`src/rtl/csel_pipe_adder_if.sv`:
```
// Handshake bundle for csel_pipe_adder.
//   master: operand source + result consumer (drives in_valid/a/b/cin/out_ready)
//   slave : the adder (drives in_ready/out_valid/sum/cout)
interface csel_pipe_adder_if #(
  parameter int WIDTH = 16
);
  logic             in_valid;
  logic             in_ready;
  logic [WIDTH-1:0] a;
  logic [WIDTH-1:0] b;
  logic             cin;
  logic             out_valid;
  logic             out_ready;
  logic [WIDTH-1:0] sum;
  logic             cout;

  modport master (
    output in_valid, a, b, cin, out_ready,
    input  in_ready, out_valid, sum, cout
  );

  modport slave (
    input  in_valid, a, b, cin, out_ready,
    output in_ready, out_valid, sum, cout
  );
endinterface

```
`src/rtl/csel_pipe_adder.sv`:
```
// Two-stage pipelined carry-select adder with valid/ready on both sides.
//   clk, rst_n : clock, asynchronous active-low reset
//   bus.slave  : in_valid/in_ready/a/b/cin in, out_valid/out_ready/sum/cout out
// Stage 1 registers both candidate sums (carry-in 0 and 1) per BLOCK slice.
// Stage 2 walks the select chain and registers sum/cout.

// Per-slice candidate generator: both possible slice sums with their carries.
module csel_slice #(
  parameter int BLOCK = 4
) (
  input  logic [BLOCK-1:0] a,
  input  logic [BLOCK-1:0] b,
  output logic [BLOCK:0]   s0,
  output logic [BLOCK:0]   s1
);
  assign s0 = {1'b0, a} + {1'b0, b};
  assign s1 = {1'b0, a} + {1'b0, b} + (BLOCK+1)'(1);
endmodule

module csel_pipe_adder #(
  parameter int WIDTH = 16,
  parameter int BLOCK = 4
) (
  input logic               clk,
  input logic               rst_n,
  csel_pipe_adder_if.slave  bus
);
  localparam int NB = WIDTH / BLOCK;

  if (BLOCK < 1 || BLOCK > WIDTH || (WIDTH % BLOCK) != 0) begin : g_bad_cfg
    $error("csel_pipe_adder: WIDTH must be a positive multiple of BLOCK");
  end

  // vld_pipe[1] = stage-1 valid, vld_pipe[2] = stage-2 valid (drives out_valid)
  logic [2:1]              vld_pipe;
  logic                    acc;
  logic                    s2_load;
  logic                    in_ready;

  logic [NB-1:0][BLOCK:0]  s0_d, s1_d;
  logic [NB-1:0][BLOCK:0]  s0_q, s1_q;
  logic                    cin_q;
  logic [WIDTH-1:0]        sum_d, sum_q;
  logic                    cout_d, cout_q;

  // Stage 2 may load when it is empty or its result leaves this cycle;
  // stage 1 may accept when it is empty or advances this cycle.
  assign s2_load  = vld_pipe[1] && (!vld_pipe[2] || bus.out_ready);
  assign in_ready = rst_n && (!vld_pipe[1] || s2_load);
  assign acc      = bus.in_valid && in_ready;

  for (genvar k = 0; k < NB; k++) begin : g_slice
    csel_slice #(.BLOCK(BLOCK)) u_slice (
      .a  (bus.a[k*BLOCK +: BLOCK]),
      .b  (bus.b[k*BLOCK +: BLOCK]),
      .s0 (s0_d[k]),
      .s1 (s1_d[k])
    );
  end

  // Carry select chain: each slice's incoming carry picks a candidate,
  // whose top bit becomes the next slice's carry.
  always_comb begin
    logic             carry;
    logic [BLOCK:0]   sel;
    sum_d  = '0;
    carry  = cin_q;
    sel    = '0;
    for (int k = 0; k < NB; k++) begin
      sel = carry ? s1_q[k] : s0_q[k];
      sum_d[k*BLOCK +: BLOCK] = sel[BLOCK-1:0];
      carry = sel[BLOCK];
    end
    cout_d = carry;
  end

  always_ff @(posedge clk or negedge rst_n) begin
    if (!rst_n) begin
      vld_pipe <= '0;
      s0_q     <= '0;
      s1_q     <= '0;
      cin_q    <= 1'b0;
      sum_q    <= '0;
      cout_q   <= 1'b0;
    end else begin
      vld_pipe[1] <= acc || (vld_pipe[1] && !s2_load);
      vld_pipe[2] <= s2_load || (vld_pipe[2] && !bus.out_ready);
      // Stage 1 only updates on accept, so it holds while stalled.
      if (acc) begin
        s0_q  <= s0_d;
        s1_q  <= s1_d;
        cin_q <= bus.cin;
      end
      // Output only changes on load, so it holds under backpressure.
      if (s2_load) begin
        sum_q  <= sum_d;
        cout_q <= cout_d;
      end
    end
  end

  assign bus.in_ready  = in_ready;
  assign bus.out_valid = vld_pipe[2];
  assign bus.sum       = sum_q;
  assign bus.cout      = cout_q;
endmodule

```
`src/flat_wrapper.sv`:
```
// flat-port wrapper written by rule: the top's interface ports become plain ports
module csel_pipe_adder_flat 
#(
  parameter int WIDTH = 16,
  parameter int BLOCK = 4
)
  (clk, rst_n, bus_in_valid, bus_a, bus_b, bus_cin, bus_out_ready, bus_in_ready, bus_out_valid, bus_sum, bus_cout);
  csel_pipe_adder_if #(.WIDTH(WIDTH)) bus_i ();
  input logic clk;
  input logic rst_n;
  input wire logic [$bits(bus_i.in_valid)-1:0] bus_in_valid;
  input wire logic [$bits(bus_i.a)-1:0] bus_a;
  input wire logic [$bits(bus_i.b)-1:0] bus_b;
  input wire logic [$bits(bus_i.cin)-1:0] bus_cin;
  input wire logic [$bits(bus_i.out_ready)-1:0] bus_out_ready;
  output wire logic [$bits(bus_i.in_ready)-1:0] bus_in_ready;
  output wire logic [$bits(bus_i.out_valid)-1:0] bus_out_valid;
  output wire logic [$bits(bus_i.sum)-1:0] bus_sum;
  output wire logic [$bits(bus_i.cout)-1:0] bus_cout;
  assign bus_i.in_valid = bus_in_valid;
  assign bus_i.a = bus_a;
  assign bus_i.b = bus_b;
  assign bus_i.cin = bus_cin;
  assign bus_i.out_ready = bus_out_ready;
  assign bus_in_ready = bus_i.in_ready;
  assign bus_out_valid = bus_i.out_valid;
  assign bus_sum = bus_i.sum;
  assign bus_cout = bus_i.cout;
  csel_pipe_adder #(.WIDTH(WIDTH), .BLOCK(BLOCK)) u_core (.clk(clk), .rst_n(rst_n), .bus(bus_i));
endmodule
```
`config.mk`:
```
export PLATFORM = sky130hd
export DESIGN_NAME = csel_pipe_adder_flat
export DESIGN_NICKNAME = d
export VERILOG_FILES = /design/src/rtl/csel_pipe_adder_if.sv /design/src/rtl/csel_pipe_adder.sv /design/src/flat_wrapper.sv
export SDC_FILE = /design/constraint.sdc
export NUM_CORES = 1
export LEC_CHECK = 0
export BUFFER_PORTS_ARGS = -buffer_cell sky130_fd_sc_hd__buf_2
export CAP_MARGIN = 20
export CORE_ASPECT_RATIO = 1.1
export CORE_MARGIN = 3
export CORE_UTILIZATION = 40
export DETAILED_ROUTE_END_ITERATION = 10
export GPL_ROUTABILITY_DRIVEN = 0
export GPL_TIMING_DRIVEN = 0
export HOLD_SLACK_MARGIN = 0.08
export PLACE_DENSITY = 0.63
export SKIP_LAST_GASP = 1
export SLEW_MARGIN = 20
export SYNTH_ARGS = -nofsm -noshare
export SYNTH_HDL_FRONTEND = slang
export SYNTH_SLANG_ARGS = --single-unit
export TNS_END_PERCENT = 5
```
`constraint.sdc`:
```
create_clock -name clk -period 2.3 [get_ports clk]
set_input_delay 0.115 -clock clk [delete_from_list [all_inputs] [get_ports clk]]
set_output_delay 0.115 -clock clk [all_outputs]
set_load 0.01 [all_outputs]
```
==> results of run 1 <==
## kinds of logic (layout without fill, tap and decap cells)
logic type               count (synthesis)  in the layout  share of synthesized area
AO/OA/AOI/OAI                           59             59                      0.109
buffers and inverters                   25             97                     0.0315
flip-flops                              60             60                      0.456
adder cells (fa/ha/maj)                 24             24                      0.100
XOR/XNOR                                14             14                     0.0540
AND/OR/NAND/NOR                        120            120                      0.157
multiplexers                            26             26                     0.0920
## area by class of cell
class | count | area, sq um
Clock inverter | 3 | 15.0
Sequential cell | 60 | 1500
Multi-Input combinational cell | 243 | 1690
Timing Repair Buffer | 57 | 298
Inverter | 12 | 45.0
Fill cell | 790 | 4080
Buffer | 13 | 58.8
Tap cell | 108 | 135
Clock buffer | 12 | 135
## where the power goes
| part | total [mW] | internal [mW] | switching (mW) |
|---|---|---|---|
| Clock | 0.770 | 0.380 | 0.390 |
| Combinational | 0.979 | 0.466 | 0.513 |
| Sequential | 1.49 | 1.33 | 0.157 |
| Total | 3.24 | 2.18 | 1.06 |
## how the worst min path moves through the flow
stage | from | to | slack, ps
6_report | rst_n | u_core.bus.sum[10] | -150
5_1_grt | rst_n | u_core.bus.sum[10] | -70
4_1_cts | rst_n | u_core.bus.sum[8] | -120
3_5_place_dp | rst_n | u_core.bus.sum[10] | 240
3_3_place_gp | bus_cin | u_core.cin_q | 330
2_1_floorplan | rst_n | u_core.bus.cout | -180
## layer usage
metal  GRT usage  wire length (microns)
met5           0                      0
met4      0.0709                    131
met3      0.0253                    282
met2       0.270                   3340
met1       0.200                   3110
## worst max-delay path, delay by kind of cell
family | cells | cell delay (ps)
AND/OR/NAND/NOR | 3 | 450
buffers and inverters | 4 | 1580
AO/OA/AOI/OAI | 1 | 90
## state kept, by name, summed over array words and instances (netlist names)
signal	cells
u_core.vld_pipe	2
u_core.cin_q	1
u_core.s0_q	20
u_core.bus.cout	1
u_core.bus.sum	16
u_core.s1_q	20
## cell usage after synthesis
cell,n,share of area
a2111o_1,4,0.014
a21o_1,2,0.0046
a21oi_1,8,0.012
and2_1,5,0.0095
and3_1,5,0.0095
buf_2,2,0.0030
buf_6,1,0.0034
clkbuf_1,10,0.011
dfrtp_1,60,0.46
fa_1,4,0.024
ha_1,20,0.076
inv_1,12,0.014
mux2_2,4,0.014
mux2i_1,19,0.058
mux2i_4,3,0.021
nand2_1,88,0.10
nand2b_1,6,0.011
nand3_1,7,0.011
nand3b_1,1,0.0023
nand4_1,2,0.0038
nor2_1,2,0.0023
nor2b_1,2,0.0038
nor4_1,2,0.0038
o211ai_1,2,0.0046
o21a_1,4,0.0091
o21ai_0,24,0.036
o21ai_1,9,0.014
o31a_1,2,0.0053
o31ai_1,4,0.0091
xnor2_1,6,0.016
xnor3_1,4,0.027
xor2_1,4,0.011
## metrics by stage
step                 util  instance area, sq um  hold slack [ps]  setup WS, ps
floorplan               -                  3290             -181           371
global placement    0.465                  3700              325          -263
detailed placement  0.466                  3700              238           124
CTS                 0.487                  3870             -117           261
global route        0.487                  3870            -74.0          81.5
finish              0.487                  3870             -151           300
==> impl_metrics.ini, run 1 <==
[finish]
nets = 457
final_common_cell = nand2_1
final_cell_mix = nand2_1 (88), dfrtp_1 (60), buf_2 (56)
antennaDiodeCount = 0
stdcell_count = 508
drive_gt1_frac = 0.193
area_growth_pct = 17.7

[timing]
min_period_over_period = 0.870
setup_tns_ps = 0
whs_ps = -151
grt_setup_unrepaired = no
fmax_ghz = 0.500
slew_violations = 0
setup_viol = 0
finalHoldViolCount = 60
period_needed_ps = 2000
skew_ps = 7.66
tightest_slew_ps = 761
timing.slew.headroom = 0.492

[clocking]
cts_resized = 0
post_cts_buffers = 0
clock_latency_ps = 330
cts_buffers = 9
clock_sinks = 60
cts_hold_buf = 2
clk_pin_slew_worst_paths_ps = 70
cts.path.max_buffers = 2
cts_root_buf = clkbuf_8
cts_max_level = 3
cts_tree = yes

[placed_design]
numPortBuffers = 55
place_inst = 491
place_hpwl_microns = 5120

[critical_path]
crit_start = bus_out_ready
end_kind = register
crit_top_cell = clkbuf_1
worstReg2RegStart = u_core.vld_pipe[2]
crit_chain = dlygate4sd3_1, buf_2, nand3b_1, nand3_1, clkbuf_1, clkbuf_1, nand2_1, o31ai_1
start_kind = primary input
reg2regPathDepth = 6
max_stage_delay_ps = 540
r2r-end = u_core.s0_q[3]
r2r_slack_ps = 440
criticalPathCategory = primary input to register
endpoint = u_core.s0_q[3]
critPathMaxFanout = 10
cp_slowest_cell = dlygate4sd3_1
crit_required_ps = 2540
worstPathArrival_ps = 2240

[routing]
viasPerCell = 4.94
drc = 0
wirelength_microns = 6860
drtIter0Drc = 125
detail-route-antenna-nets = 0
wl_per_cell_microns = 13.5
drt_first_pass_iters = 4
num_vias = 2510

[synthesis]
ys_seq_elements = 60
synth.distinct_cells = 32
syn_inst = 328
syn-num-nets = 389
ys_warn_count = 0
synth.yosys.seq_area_share = 0.456
syn_area_per_cell_sq_um = 10.0
synthesis.area_sq_um = 3290

[global_routing]
grt_usage = 0.158
antenna_found_initial = 0
grt_pass1_vias = 2499
grt_max_degree = 64
grt_first_pass_wirelength_microns = 11600
grt_overflow_total = 0

[hold_path]
worstHoldPathType = primary input to async pin

[floorplanning]
die_height_microns = 101
start_util = 0.414
dieArea_sq_um = 9360
io_pins = 56
core_area_sq_um = 7960
num_rows = 34
die_w_microns = 92.5

[pwr]
total_power_mw = 3.24
p_leak_nw = 1.96
vdd.ir_drop.worst_mv = 0.303
powerDensity_nw_per_um2 = 836

[flow_run]
maxCapViolations = 0

[outcome]
violations = hold timing
status = complete, but fails checks
(Power assumes the default switching activity.)
==> run 2: changes to the inputs <==
ABC_AREA = 1   (was not set)
CAP_MARGIN = 25   (was 20)
==> run 2 against run 1 <==
Against the previous run: first-iteration DRC count grew 6.4%; count of clock-buffer cells in the layout is 1 higher; the run now ends clean; clock power up 8.4%; sequential power about the same; highest routed layer unchanged; critical endpoint is now u_core.s1_q[18].
==> impl_metrics.ini, run 2 <==
[synthesis]
syn_inst = 420
synth.yosys.seq_area_share = 0.450
synth.distinct_cells = 29
ys_seq_elements = 60
synthesis.area_sq_um = 3330
ys.flop_type = dfrtp_1
synth_top_family_by_area = simple AND/OR/NAND/NOR gates
synth_top_area_frac = 0.450
synth_compound_area_frac = 0.0848
syn-num-nets = 481
yosysMostFrequentCell = nand2_1
synth_edf_count = 0
synth_xor_area_frac = 0.0105
synthArstFlopShare = 1.00
ys_warn_count = 0
synthAdderAreaFrac = 0.0991
synth_largest_area_cell = dfrtp_1
synthMuxAreaShare = 0
synthSimpleGateAreaFrac = 0.277
synth_commonest_cells = nand2_1 (127), dfrtp_1 (60), inv_1 (51)
netlist_top_cells_area = dfrtp_1 (45%), nand2_1 (14%), ha_1 (7.5%)
syn_area_per_cell_sq_um = 7.94

[clocking]
clk_pin_slew_worst_paths_ps = 70
cts.path.max_buffers = 2
cts_tree = yes
clock_sinks = 60
cts_root_buf = clkbuf_8
post_cts_buffers = 0
cts_hold_buf = 3
cts_max_level = 3
cts_resized = 0
cts_buffers = 9
clock_latency_ps = 340

[global_routing]
grt_pass1_vias = 2752
grt_first_pass_wirelength_microns = 12700
grt_overflow_total = 0
grt_usage = 0.174
grt_max_degree = 63
antenna_found_initial = 0

[hold_path]
worstHoldPathType = primary input to register

[floorplanning]
die_height_microns = 102
start_util = 0.417
die_w_microns = 93.1
dieArea_sq_um = 9470
core_area_sq_um = 8000
io_pins = 56
num_rows = 34

[placed_design]
place_hpwl_microns = 5530
place_inst = 583
dpl_cell_area_sq_um = 3750
numPortBuffers = 55

[pwr]
p_sw_frac = 0.344
combPwrFrac = 0.300
p_leak_nw = 2.15
net-switching-power_mw = 1.14
powerDensity_nw_per_um2 = 836
vdd.ir_drop.worst_mv = 0.331
sequentialPowerShare = 0.447
p_clk_frac = 0.253
internal_power_mw = 2.16

[timing]
setup_viol = 0
whs_ps = 201
finalHoldViolCount = 0
tightest_slew_ps = 773
grt_setup_unrepaired = no
skew_ps = 7.05
period_needed_ps = 1980
min_period_over_period = 0.859
setup_tns_ps = 0
timing.slew.headroom = 0.485
slew_violations = 0
fmax_ghz = 0.506

[critical_path]
end_kind = register
start_kind = primary input
worstPathArrival_ps = 2250
crit_required_ps = 2580
critPathMaxFanout = 62
criticalPathCategory = primary input to register

[finish]
final_common_cell = nand2_1
fin_util = 0.493
finalInstanceArea_sq_um = 3950
final_cell_mix = nand2_1 (127), buf_2 (62), dfrtp_1 (60)
nFillCells = 838
area_growth_pct = 18.3
drive_gt1_frac = 0.183
nets = 550
stdcell_count = 601
antennaDiodeCount = 0

[routing]
drc = 0
wirelength_microns = 7630
num_vias = 2919
drtIter0Drc = 133
drt_first_pass_iters = 5
viasPerCell = 4.86
detail-route-antenna-nets = 0
wl_per_cell_microns = 12.7

[outcome]
status = finished clean

[flow_run]
maxCapViolations = 0
-- run 2: cell count changes in the layout (fill, tap and decap cells not counted), sizes merged, moves of 5 or more --
cell,delta
nand2,+43
clkbuf,-8
nand3,+43
nand2b,-6
and3,-5
buf,+7
nor2,+26
inv,+41
mux2i,-22
-- run 2: worst max-delay path, cell delays in order --
cell	delay (ps)
dlygate4sd3_1	530
buf_4	600
nand3_1	250
inv_2	210
buf_2	310
nand3_1	130
nand2_1	80
-- run 2: cell families (layout without fill, tap and decap cells) --
logic type                 after synthesis  in the layout
and+or+nand+nor                        216            216
buffers and inverters                   64            137
DFF                                     60             60
AOI/OAI and AO/OA                       52             52
adders and majority gates               24             24
xor gates and xnor gates                 4              4
-- run 2: stage by stage --
step                total power, mW  setup slack [ps]
floorplan                      2.13               786
global placement               2.45             -22.4
detailed placement             2.49               469
CTS                            3.33               269
global route                   3.53              92.8
finish                         3.30               324
-- run 2: power by group through the flow --
stage          Sequential, mW  Combinational, mW  Clock (mW)
2_1_floorplan            1.53              0.602           0
3_5_place_dp             1.49              0.993           0
4_1_cts                  1.48               1.00       0.850
3_3_place_gp             1.48              0.970           0
5_1_grt                  1.51               1.14       0.892
6_report                 1.47              0.989       0.835
-- run 2: path summary, 6_finish.rpt --
check	from	to	slack [ps]	depth (start not counted)
worst max-delay path	rst_n	u_core.s1_q[18]	320	7
worst min-delay path	bus_a[4]	u_core.s1_q[5]	200	3
worst max register to register	u_core.cin_q	u_core.bus.sum[15]	790	7
worst min register to register	u_core.bus.sum[15]	u_core.bus.sum[15]	470	2
max in group asynchronous	rst_n	u_core.s0_q[0]	1390	2
min in group asynchronous	rst_n	u_core.s1_q[6]	390	2
-- run 2: cell type report --
type	instances	area, sq um	area share
sequential	60	1500	0.380
timing repair buffer	58	308	0.0780
tap	108	135	0.0342
multi-input combinational	296	1570	0.398
buffer	11	62.6	0.0159
clock inverter	2	10.0	0.00254
clock buffer	13	159	0.0403
inverter	53	199	0.0504
-- run 2: layer usage --
metal	up-vias	wire [microns]	global-route usage
li1	1482	-	-
met3	12	290	0.0201
met2	61	3790	0.296
met4	0	143	0.0789
met5	-	0	0
met1	1364	3410	0.223
==> run 3: changes to the inputs <==
CELL_PAD_IN_SITES_DETAIL_PLACEMENT = 1   (was not set)
CELL_PAD_IN_SITES_GLOBAL_PLACEMENT = 1   (was not set)
PLACE_DENSITY = 0.8   (was 0.63)
==> run 3 against run 2 <==
Against the previous run: cell area did not move; clock skew down 3.9 ps; die area stayed put; largest cell class unchanged; largest power group unchanged; fmax shrank 0.21%; sequential power about the same; cell count did not move.
==> impl_metrics.ini, run 3 (synthesized netlist as in run 2, its figures left out) <==
[outcome]
status = finished clean

[clocking]
cts_resized = 0
cts.path.max_buffers = 2
clock_latency_ps = 330
cts_tree = yes
cts_max_level = 3
clk_pin_slew_worst_paths_ps = 60
cts_buffers = 9
post_cts_buffers = 0
cts_root_buf = clkbuf_8
clock_sinks = 60

[global_routing]
grt_first_pass_wirelength_microns = 14100
grt_usage = 0.188
grt_pass1_vias = 3200
grt_max_degree = 63
grt_overflow_total = 0
antenna_found_initial = 0

[routing]
wirelength_microns = 8370
wl_met2_microns = 4460
drtIter0Drc = 55
drt_first_pass_iters = 4
drc = 0
detail-route-antenna-nets = 0
highest_layer = met4
num_vias = 2994
dr_wl_met3_microns = 289
drt-met1-wl_microns = 3450
wl_per_cell_microns = 13.9
viasPerCell = 4.98

[finish]
regArea_sq_um = 1500
area_growth_pct = 18.3
nets = 550
antennaDiodeCount = 0
stdcell_count = 601
nFillCells = 1048
final_common_cell = nand2_1
final_cell_mix = nand2_1 (127), buf_2 (62), dfrtp_1 (60)
finalInstanceArea_sq_um = 3950
multiInputGateArea_sq_um = 1570
drive_gt1_frac = 0.183

[timing]
setup_viol = 0
fmax_ghz = 0.505
slew_violations = 0
skew_ps = 3.14
whs_ps = 186
timing.slew.headroom = 0.486
min_period_over_period = 0.861
grt_setup_unrepaired = no
tightest_slew_ps = 772
setup_tns_ps = 0
period_needed_ps = 1980
finalHoldViolCount = 0

[floorplanning]
start_util = 0.417
core_area_sq_um = 8000
num_rows = 34
die_w_microns = 93.1
dieArea_sq_um = 9470
die_height_microns = 102
io_pins = 56

[pwr]
vdd.ir_drop.worst_mv = 0.283
powerDensity_nw_per_um2 = 841
p_leak_nw = 2.15

[critical_path]
end_kind = register
crit_required_ps = 2570
worstPathArrival_ps = 2250
critPathMaxFanout = 62
criticalPathCategory = primary input to register
worstReg2RegStart = u_core.cin_q
reg2regPathDepth = 7
start_kind = primary input
r2r_slack_ps = 860
r2r-end = u_core.bus.sum[14]

[placed_design]
place_hpwl_microns = 6370
dpl_cell_area_sq_um = 3750
numPortBuffers = 55
place_inst = 583

[hold_path]
worstHoldPathType = primary input to register
min-delay-start = bus_a[4]
min_to = u_core.s1_q[5]
whs_path_depth = 3

[flow_run]
maxCapViolations = 0
## run 3: metrics by stage
stage | utilization | total power [mW] | setup slack [ps]
global route | 0.493 | 3.57 | 93.4
CTS | 0.493 | 3.36 | 266
global placement | 0.468 | 2.45 | 47.5
detailed placement | 0.469 | 2.51 | 479
floorplan | - | 2.13 | 786
finish | 0.493 | 3.32 | 320
## run 3: final cells by class
type,instances,share of cell area
buffer,11,0.0159
clock buffer,13,0.0403
clock inverter,2,0.00254
inverter,53,0.0504
multi-input combinational,296,0.398
sequential,60,0.380
tap,108,0.0342
timing repair buffer,58,0.0780
## run 3: critical path: stages
cell,delay (ps)
dlygate4sd3_1,530
buf_4,600
nand3_1,270
inv_2,230
buf_2,300
nand3_1,110
nand2_1,70
## run 3: per-layer routing
layer  vias to the layer above  GRT usage
met1                      1446      0.212
li1                       1483          -
met3                        14     0.0282
met4                         0     0.0710
met2                        51      0.356
met5                         -          0
## run 3: repair_timing
action / 4_1_cts / 5_1_grt
endpoints found under the setup margin: 0 / 0
hold buffers: 3 / 0
endpoints found under the hold margin: 63 / 0
## run 3: how the worst max path moves through the flow
stage | from | endpoint | slack, ps | depth (start not counted)
6_report | rst_n | u_core.s1_q[18] | 320 | 7
5_1_grt | rst_n | u_core.s1_q[18] | 90 | 7
4_1_cts | rst_n | u_core.s1_q[19] | 270 | 7
3_5_place_dp | rst_n | u_core.s1_q[19] | 480 | 6
3_3_place_gp | rst_n | u_core.s1_q[19] | 50 | 6
2_1_floorplan | bus_b[0] | u_core.s1_q[4] | 790 | 8
## run 3: where the power goes
| group | total (mW) | internal [mW] | switching, mW |
|---|---|---|---|
| Sequential | 1.48 | 1.33 | 0.152 |
| Clock | 0.832 | 0.441 | 0.391 |
| Combinational | 1.01 | 0.397 | 0.610 |
| Total | 3.32 | 2.16 | 1.15 |
